**config.mk**
```make
export PLATFORM = sky130hd
export DESIGN_NAME = hmac_msg_packer
export DESIGN_NICKNAME = d
export VERILOG_FILES = /design/src/rtl/hmac_msg_packer.sv
export SDC_FILE = /design/constraint.sdc
export NUM_CORES = 1
export LEC_CHECK = 0
export CAP_MARGIN = 20
export CORE_MARGIN = 4
export CORE_UTILIZATION = 29
export CTS_BUF_LIST = sky130_fd_sc_hd__clkbuf_16
export DETAILED_ROUTE_END_ITERATION = 7
export HOLD_SLACK_MARGIN = 0.06
export PLACE_DENSITY = 0.51
export SLEW_MARGIN = 40
export SYNTH_ARGS = -nofsm -noshare
export SYNTH_HDL_FRONTEND = slang
export SYNTH_SLANG_ARGS = --single-unit
```
**constraint.sdc**
```tcl
create_clock -name clk_i -period 5.43 [get_ports clk_i]
set_clock_uncertainty 0.2 [all_clocks]
set_input_delay 0.543 -clock clk_i [delete_from_list [all_inputs] [get_ports clk_i]]
set_output_delay 0.543 -clock clk_i [all_outputs]
set_load 0.01 [all_outputs]
```
**src/rtl/hmac_msg_packer.sv**
```systemverilog
// hmac_msg_packer: write side of the SHA-256 message FIFO.
// Compacts byte-masked 32-bit writes into whole words, first byte in [31:24].
// Tracks the message bit length and emits an MSB-aligned partial word on flush.
module hmac_msg_packer #(
   parameter int unsigned MsgLenW = 64,
   parameter int unsigned NumLane = 4
) (
   input  logic                 clk_i,
   input  logic                 rst_i,
   input  logic                 sha_en_i,
   input  logic                 endian_swap_i,
   input  logic                 hash_start_i,
   input  logic                 flush_i,
   input  logic                 wr_valid_i,
   output logic                 wr_ready_o,
   input  logic [31:0]          wr_data_i,
   input  logic [NumLane-1:0]   wr_mask_i,
   output logic                 fifo_valid_o,
   input  logic                 fifo_ready_i,
   output logic [31:0]          fifo_data_o,
   output logic [NumLane-1:0]   fifo_mask_o,
   output logic [MsgLenW-1:0]   msg_len_o,
   output logic                 flush_done_o,
   output logic                 msg_drop_o
);

   typedef enum logic [1:0] {
      ST_IDLE   = 2'd0,
      ST_ACTIVE = 2'd1,
      ST_FLUSH  = 2'd2
   } state_e;

   state_e               state_q, state_d;
   logic [7:0]           acc_q [7];
   logic [7:0]           acc_d [7];
   logic [2:0]           acc_cnt_q, acc_cnt_d;
   logic [31:0]          out_data_q, out_data_d;
   logic [NumLane-1:0]   out_mask_q, out_mask_d;
   logic                 out_valid_q, out_valid_d;
   logic [MsgLenW-1:0]   msg_len_q, msg_len_d;
   logic                 msg_drop_q, msg_drop_d;

   // control decodes produced by the FSM output process
   logic                 sink;
   logic                 out_free;
   logic                 hs_act;
   logic                 drain;
   logic                 partial;
   logic                 flush_done;
   logic                 wr_ready;
   logic                 wr_accept;

   // datapath scratch
   logic [7:0]           lane_b [NumLane];
   logic [NumLane-1:0]   lane_v;
   logic [7:0]           rem [7];
   logic [2:0]           rem_cnt;
   logic [2:0]           pos;
   logic [2:0]           nbytes;

   // State register.
   always_ff @(posedge clk_i or posedge rst_i) begin
      if (rst_i) begin
         state_q <= ST_IDLE;
      end else begin
         // NOTE: sequential state uses non-blocking assignments so every flop samples pre-edge values.
         state_q <= state_d;
      end
   end

   // Next-state logic: disable dominates, flush only taken from ACTIVE.
   always_comb begin
      state_d = state_q;
      if (!sha_en_i) begin
         state_d = ST_IDLE;
      end else begin
         unique case (state_q)
            ST_IDLE:   state_d = ST_ACTIVE;
            ST_ACTIVE: if (flush_i) state_d = ST_FLUSH;
            ST_FLUSH:  if (flush_done) state_d = ST_ACTIVE;
            default:   state_d = ST_IDLE;
         endcase
      end
   end

   // FSM outputs: handshake, drain/partial decisions and the flush-done pulse.
   always_comb begin
      // NOTE: every comb output gets a default first so no path can infer a latch.
      sink       = !sha_en_i || (state_q == ST_IDLE);
      out_free   = !out_valid_q || fifo_ready_i;
      hs_act     = sha_en_i && (state_q == ST_ACTIVE) && hash_start_i;
      drain      = 1'b0;
      partial    = 1'b0;
      flush_done = 1'b0;
      wr_ready   = 1'b0;
      if (!sink) begin
         drain = !hs_act && (acc_cnt_q >= 3'd4) && out_free;
         if (state_q == ST_FLUSH) begin
            partial    = (acc_cnt_q != 3'd0) && (acc_cnt_q < 3'd4) && out_free;
            flush_done = (acc_cnt_q == 3'd0) && out_free;
         end else begin
            wr_ready = (acc_cnt_q < 3'd4) || drain;
         end
      end else begin
         wr_ready = 1'b1;
      end
      wr_accept = wr_valid_i && wr_ready && !sink && !hs_act;
   end

   // Datapath: drain or partial load, then append the newly accepted bytes.
   always_comb begin
      out_data_d  = out_data_q;
      out_mask_d  = out_mask_q;
      out_valid_d = out_valid_q;
      msg_len_d   = msg_len_q;
      msg_drop_d  = sink && wr_valid_i;
      rem         = acc_q;
      rem_cnt     = acc_cnt_q;
      nbytes      = 3'd0;

      // the output word leaves on the handshake; idle output reads as zero
      if (fifo_ready_i) begin
         out_valid_d = 1'b0;
         out_data_d  = 32'h0;
         out_mask_d  = '0;
      end

      if (drain) begin
         out_data_d  = {acc_q[0], acc_q[1], acc_q[2], acc_q[3]};
         out_mask_d  = '1;
         out_valid_d = 1'b1;
         for (int k = 0; k < 3; k++) begin
            rem[k] = acc_q[k+4];
         end
         rem_cnt = acc_cnt_q - 3'd4;
      end else if (partial) begin
         out_data_d  = {acc_q[0],
                        (acc_cnt_q >= 3'd2) ? acc_q[1] : 8'h00,
                        (acc_cnt_q == 3'd3) ? acc_q[2] : 8'h00,
                        8'h00};
         unique case (acc_cnt_q)
            3'd1:    out_mask_d = 4'b1000;
            3'd2:    out_mask_d = 4'b1100;
            default: out_mask_d = 4'b1110;
         endcase
         out_valid_d = 1'b1;
         rem_cnt     = 3'd0;
      end

      // lane reordering puts the first byte of the write at index 0
      for (int i = 0; i < NumLane; i++) begin
         if (endian_swap_i) begin
            lane_b[i] = wr_data_i[8*(NumLane-1-i) +: 8];
            lane_v[i] = wr_mask_i[NumLane-1-i];
         end else begin
            lane_b[i] = wr_data_i[8*i +: 8];
            lane_v[i] = wr_mask_i[i];
         end
      end

      pos = rem_cnt;
      if (wr_accept) begin
         for (int i = 0; i < NumLane; i++) begin
            if (lane_v[i]) begin
               rem[pos] = lane_b[i];
               pos      = pos + 3'd1;
               nbytes   = nbytes + 3'd1;
            end
         end
         msg_len_d = msg_len_q + {{(MsgLenW-6){1'b0}}, nbytes, 3'b000};
      end

      acc_d     = rem;
      acc_cnt_d = pos;

      if (hs_act) begin
         acc_cnt_d = 3'd0;
         msg_len_d = '0;
      end

      if (sink) begin
         acc_cnt_d   = 3'd0;
         out_valid_d = 1'b0;
         out_data_d  = 32'h0;
         out_mask_d  = '0;
         msg_len_d   = '0;
      end
   end

   // Control and output registers.
   always_ff @(posedge clk_i or posedge rst_i) begin
      if (rst_i) begin
         acc_cnt_q   <= 3'd0;
         out_data_q  <= 32'h0;
         out_mask_q  <= '0;
         out_valid_q <= 1'b0;
         msg_len_q   <= '0;
         msg_drop_q  <= 1'b0;
      end else begin
         acc_cnt_q   <= acc_cnt_d;
         out_data_q  <= out_data_d;
         out_mask_q  <= out_mask_d;
         out_valid_q <= out_valid_d;
         msg_len_q   <= msg_len_d;
         msg_drop_q  <= msg_drop_d;
      end
   end

   // Accumulator byte storage.
   always_ff @(posedge clk_i) begin
      // NOTE: byte storage is not reset; acc_cnt_q alone says which bytes are meaningful.
      acc_q <= acc_d;
   end

   assign wr_ready_o   = wr_ready;
   assign fifo_valid_o = out_valid_q;
   assign fifo_data_o  = out_data_q;
   assign fifo_mask_o  = out_mask_q;
   assign msg_len_o    = msg_len_q;
   assign flush_done_o = flush_done;
   assign msg_drop_o   = msg_drop_q;

endmodule

```
==> summary.log <==
INFO  outcome        result_of_the_run=finished clean
INFO  placed_design  port_buffers=144
INFO  sta            period_needed=4.72ns
INFO  synth          syn_area=0.0105mm^2
INFO  synth          synth_ff_type=sky130_fd_sc_hd__dfrtp_1
INFO  sta            grt_setup_unrepaired=false
INFO  finish         num-fill-cells=3624
INFO  synth          synthTopCellsByArea=sky130_fd_sc_hd__dfrtp_1 (24%), sky130_fd_sc_hd__edfxtp_1 (9.1%), sky130_fd_sc_hd__mux2i_1 (7.0%)
INFO  grt            grt_util_met1=27.4%
INFO  sta            fmax=212MHz
INFO  sta            finalHoldViolations=0
INFO  worst_setup_path arrival=4.91ns
INFO  power_and_ir_drop power_density_normalized_to_cell_area=265mW/mm^2
INFO  worst_setup_path timing.critical_path.cells=clkdlybuf4s50_1 > nand2b_1 > nand3_1 > and2_1 > ha_1 > and2_1 > a31oi_1 > inv_1 > ha_1 > nor2_1 > a21oi_1 > ha_1 > a221oi_1 > a21oi_1 > or3_4 > o31ai_4 > a2111oi_0 > nor3b_1
INFO  synth          synth_cell_type_count=85
INFO  synth          yosysSeqAreaShare=38.2%
INFO  sta            worst_hold_slack=0.248ns
INFO  grt            first_global_vias=9535
INFO  clocking       cts_hold_buffers=0
INFO  clocking       clk_pin_slew=0.08ns
INFO  sta            tns=0ns
INFO  grt            grt_pass1_wl=58700um
INFO  clocking       clock-root-buffer=sky130_fd_sc_hd__clkbuf_16
INFO  power_and_ir_drop power_leakage=5.21nW
INFO  sta            final-max-slew-violation-count=0
INFO  floorplan      effective_utilization_at_floorplan=29.5%
INFO  clocking       tritoncts=built
INFO  synth          synth-async-reset-ratio=64.8%
INFO  finish         antenna_cells_inserted=0
INFO  sta            finalSetupViolations=0
INFO  worst_setup_path cp_common_cell=sky130_fd_sc_hd__ha_1
INFO  floorplan      floorplan.die.width=199um
INFO  floorplan      floorplan.io_pins=148
INFO  routing        viasPerCell=5.67
INFO  routing        avg_wl_per_cell=22.2um
INFO  job            timing.max_cap.violations=0
INFO  finish         mostFrequentLayoutCell=sky130_fd_sc_hd__clkdlybuf4s50_1
INFO  finish         final_cell_mix=sky130_fd_sc_hd__clkdlybuf4s50_1 (143), sky130_fd_sc_hd__nor2_1 (112), sky130_fd_sc_hd__dfrtp_1 (103)
INFO  floorplan      dieArea=0.0394mm^2
INFO  power_and_ir_drop peakVddDrop=0.246mV
INFO  worst_setup_path critical_path.max_fanout=14
INFO  routing        finalWirelength=39000um
INFO  clocking       cts_repair_resize_count=0
INFO  synth          ys_seq_elements=159
INFO  worst_setup_path start_kind=primary input
INFO  placed_design  placement.cell_area=0.0126mm^2
INFO  clocking       clock_sink_count=159
INFO  sta            timing.max_slew.rel_slack=33.6%
INFO  placed_design  post-dp-hpwl=28400um
INFO  grt            met3_usage=3.68%
INFO  synth          post-synth-top-area-fraction=24.5%
INFO  worst_setup_path cell_count_of_the_worst_reg_to_reg_path=17
INFO  finish         num-nets-final=1339
INFO  grt            most_crowded_layer_after_global_routing=met2
INFO  placed_design  gpl.final_weighted_congestion=0.904
INFO  worst_setup_path slowest_delay=0.52ns
INFO  min_path       min_path_type=in2async
INFO  worst_setup_path critPathCaptureType=register
INFO  clocking       htree_levels=4
INFO  sta            final.period_utilization=86.9%
INFO  routing        initialDrtViolationCount=948
INFO  routing        detailedRoute.firstPassIterationCount=5
INFO  finish         layout.cell_area.non_filler=0.0132mm^2
INFO  synth          post_synth.cell_area_avg=9.18um^2
INFO  worst_setup_path timing_worst_setup_path_type=in2reg
INFO  synth          synthesis.instances=1147
INFO  floorplan      core_area=0.0357mm^2
INFO  clocking       post-cts-setup-buffer-count=0
INFO  clocking       number_of_clock_buffers_inserted_by_tritoncts=17
INFO  grt            grtUsageMet2=30.0%
INFO  routing        final_antenna_net_count=0
INFO  worst_setup_path crit_slowest_cell=sky130_fd_sc_hd__clkdlybuf4s50_1
INFO  worst_setup_path timing.critical_path.required=5.62ns
INFO  finish         post_route_cells_drive_above_1_share=12.3%
INFO  grt            grt_overflow=0
INFO  floorplan      floorplan.die.height=199um
INFO  grt            antenna_found_initial=0
INFO  synth          yosys_warn_count=0
INFO  routing        dr_vias=9956
INFO  synth          synth_edf_count=32
INFO  sta            tightest_slew=0.968ns
INFO  floorplan      placementRows=69
INFO  worst_setup_path worstReg2RegStart=state_q[0]$_DFFE_PP0P_
INFO  finish         flow.area_growth_from_synthesis=25.7%
INFO  clocking       worst_skew_pair.late_latency=0.46ns
INFO  grt            all_layer_global_routing_usage=19.4%
INFO  worst_setup_path timing.critical_path.from=fifo_ready_i
INFO  synth          synth_top_cell_by_area=sky130_fd_sc_hd__dfrtp_1
INFO  clocking       number_of_buffers_between_clock_root_and_the_deepest_sink=2
INFO  grt            grt_start_max_net_pins=65
INFO  routing        drcViolationCount=0
==> metal layers <==
layer / vias up / share of wire, %
li1: 4579 / -
met1: 4897 / 46
met2: 410 / 45
met3: 70 / 7.2
met4: 0 / 2.5
met5: - / 0
==> cells by family (layout without fill, tap and decap cells) <==
kind of cell               count (synthesis)  count (layout)  synth area share [%]
buffers and inverters                     93             240                  3.92
other                                      1               3                0.0356
xor gates and xnor gates                  65              65                  6.09
adders and majority gates                 12              12                  1.50
DFF                                      159             159                  38.2
AOI/OAI and AO/OA                        329             329                  21.8
and+or+nand+nor                          380             380                  17.7
muxes                                    108             108                  10.8
==> per-stage QoR <==
step / worst slack, ns / cells / util (%) / total power [W]
2_1_floorplan: 0.852 / 1149 / - / 0.00198
3_3_place_gp: 0.290 / 1722 / 35.3 / 0.00225
3_5_place_dp: 0.265 / 1724 / 35.4 / 0.00227
4_1_cts: 0.726 / 1756 / 37.1 / 0.00352
5_1_grt: 0.373 / 1757 / 37.1 / 0.00367
6_report: 0.710 / 1757 / 37.1 / 0.00351
==> state kept, by name, summed over array words and instances (netlist names) <==
| name | count |
|---|---|
| msg_drop_o | 1 |
| fifo_data_o | 32 |
| state_q | 2 |
| acc_cnt_q | 3 |
| fifo_mask_o | 4 |
| acc_q | 56 |
| msg_len_o | 61 |
==> cell usage after synthesis (all sizes together) (6+ instances only) <==
cell type	number
a2111oi	9
a211oi	48
a21o	6
a21oi	52
a221oi	9
a22o	34
a31o	6
and2	10
and3	27
and4	7
buf	29
clkbuf	46
dfrtp	103
dfxtp	24
edfxtp	32
ha	11
inv	17
mux2	33
mux2i	75
nand2	71
nand2b	7
nand3	62
nand4	11
nor2	116
nor2b	7
nor3	30
nor4	8
o211a	9
o21ai	76
o22ai	39
o2bb2ai	6
or3	9
xnor2	27
xor2	35
==> area by class of cell <==
cell class | instances | area (um^2) | area share (%)
clock inverter | 14 | 135 | 1.02
tap | 461 | 577 | 4.36
inverter | 18 | 75.1 | 0.568
timing repair buffer | 190 | 1780 | 13.5
sequential | 159 | 4020 | 30.4
multi-input combinational | 897 | 6190 | 46.8
clock buffer | 18 | 450 | 3.41
==> critical path, delay by kind of cell <==
family / cells / cell delay (ns)
AND/OR/NAND/NOR: 7 / 1.47
AO/OA/AOI/OAI: 6 / 1.38
adder cells (fa/ha/maj): 3 / 0.92
buffers and inverters: 2 / 0.59
==> power breakdown <==
| group | internal [W] | total, W | switching (W) |
|---|---|---|---|
| Clock | 0.000638 | 0.00124 | 0.000606 |
| Combinational | 0.000352 | 0.000861 | 0.000509 |
| Sequential | 0.00132 | 0.00140 | 0.0000775 |
| Total | 0.00231 | 0.00351 | 0.00119 |
==> path summary, 6_finish.rpt <==
check                           slack [ns]                     endpoint
worst min register to register        0.28   fifo_data_o[8]$_DFFE_PP0P_
worst min-delay path                  0.25  fifo_data_o[10]$_DFFE_PP0P_
min in group clk_i                    0.28   fifo_data_o[8]$_DFFE_PP0P_
max in group asynchronous             3.84    msg_len_o[17]$_DFFE_PP0P_
worst max register to register        0.76            acc_q[50]$_DFF_P_
worst max-delay path                  0.71            acc_q[50]$_DFF_P_
No activity file was read; power rests on OpenSTA's default activity.
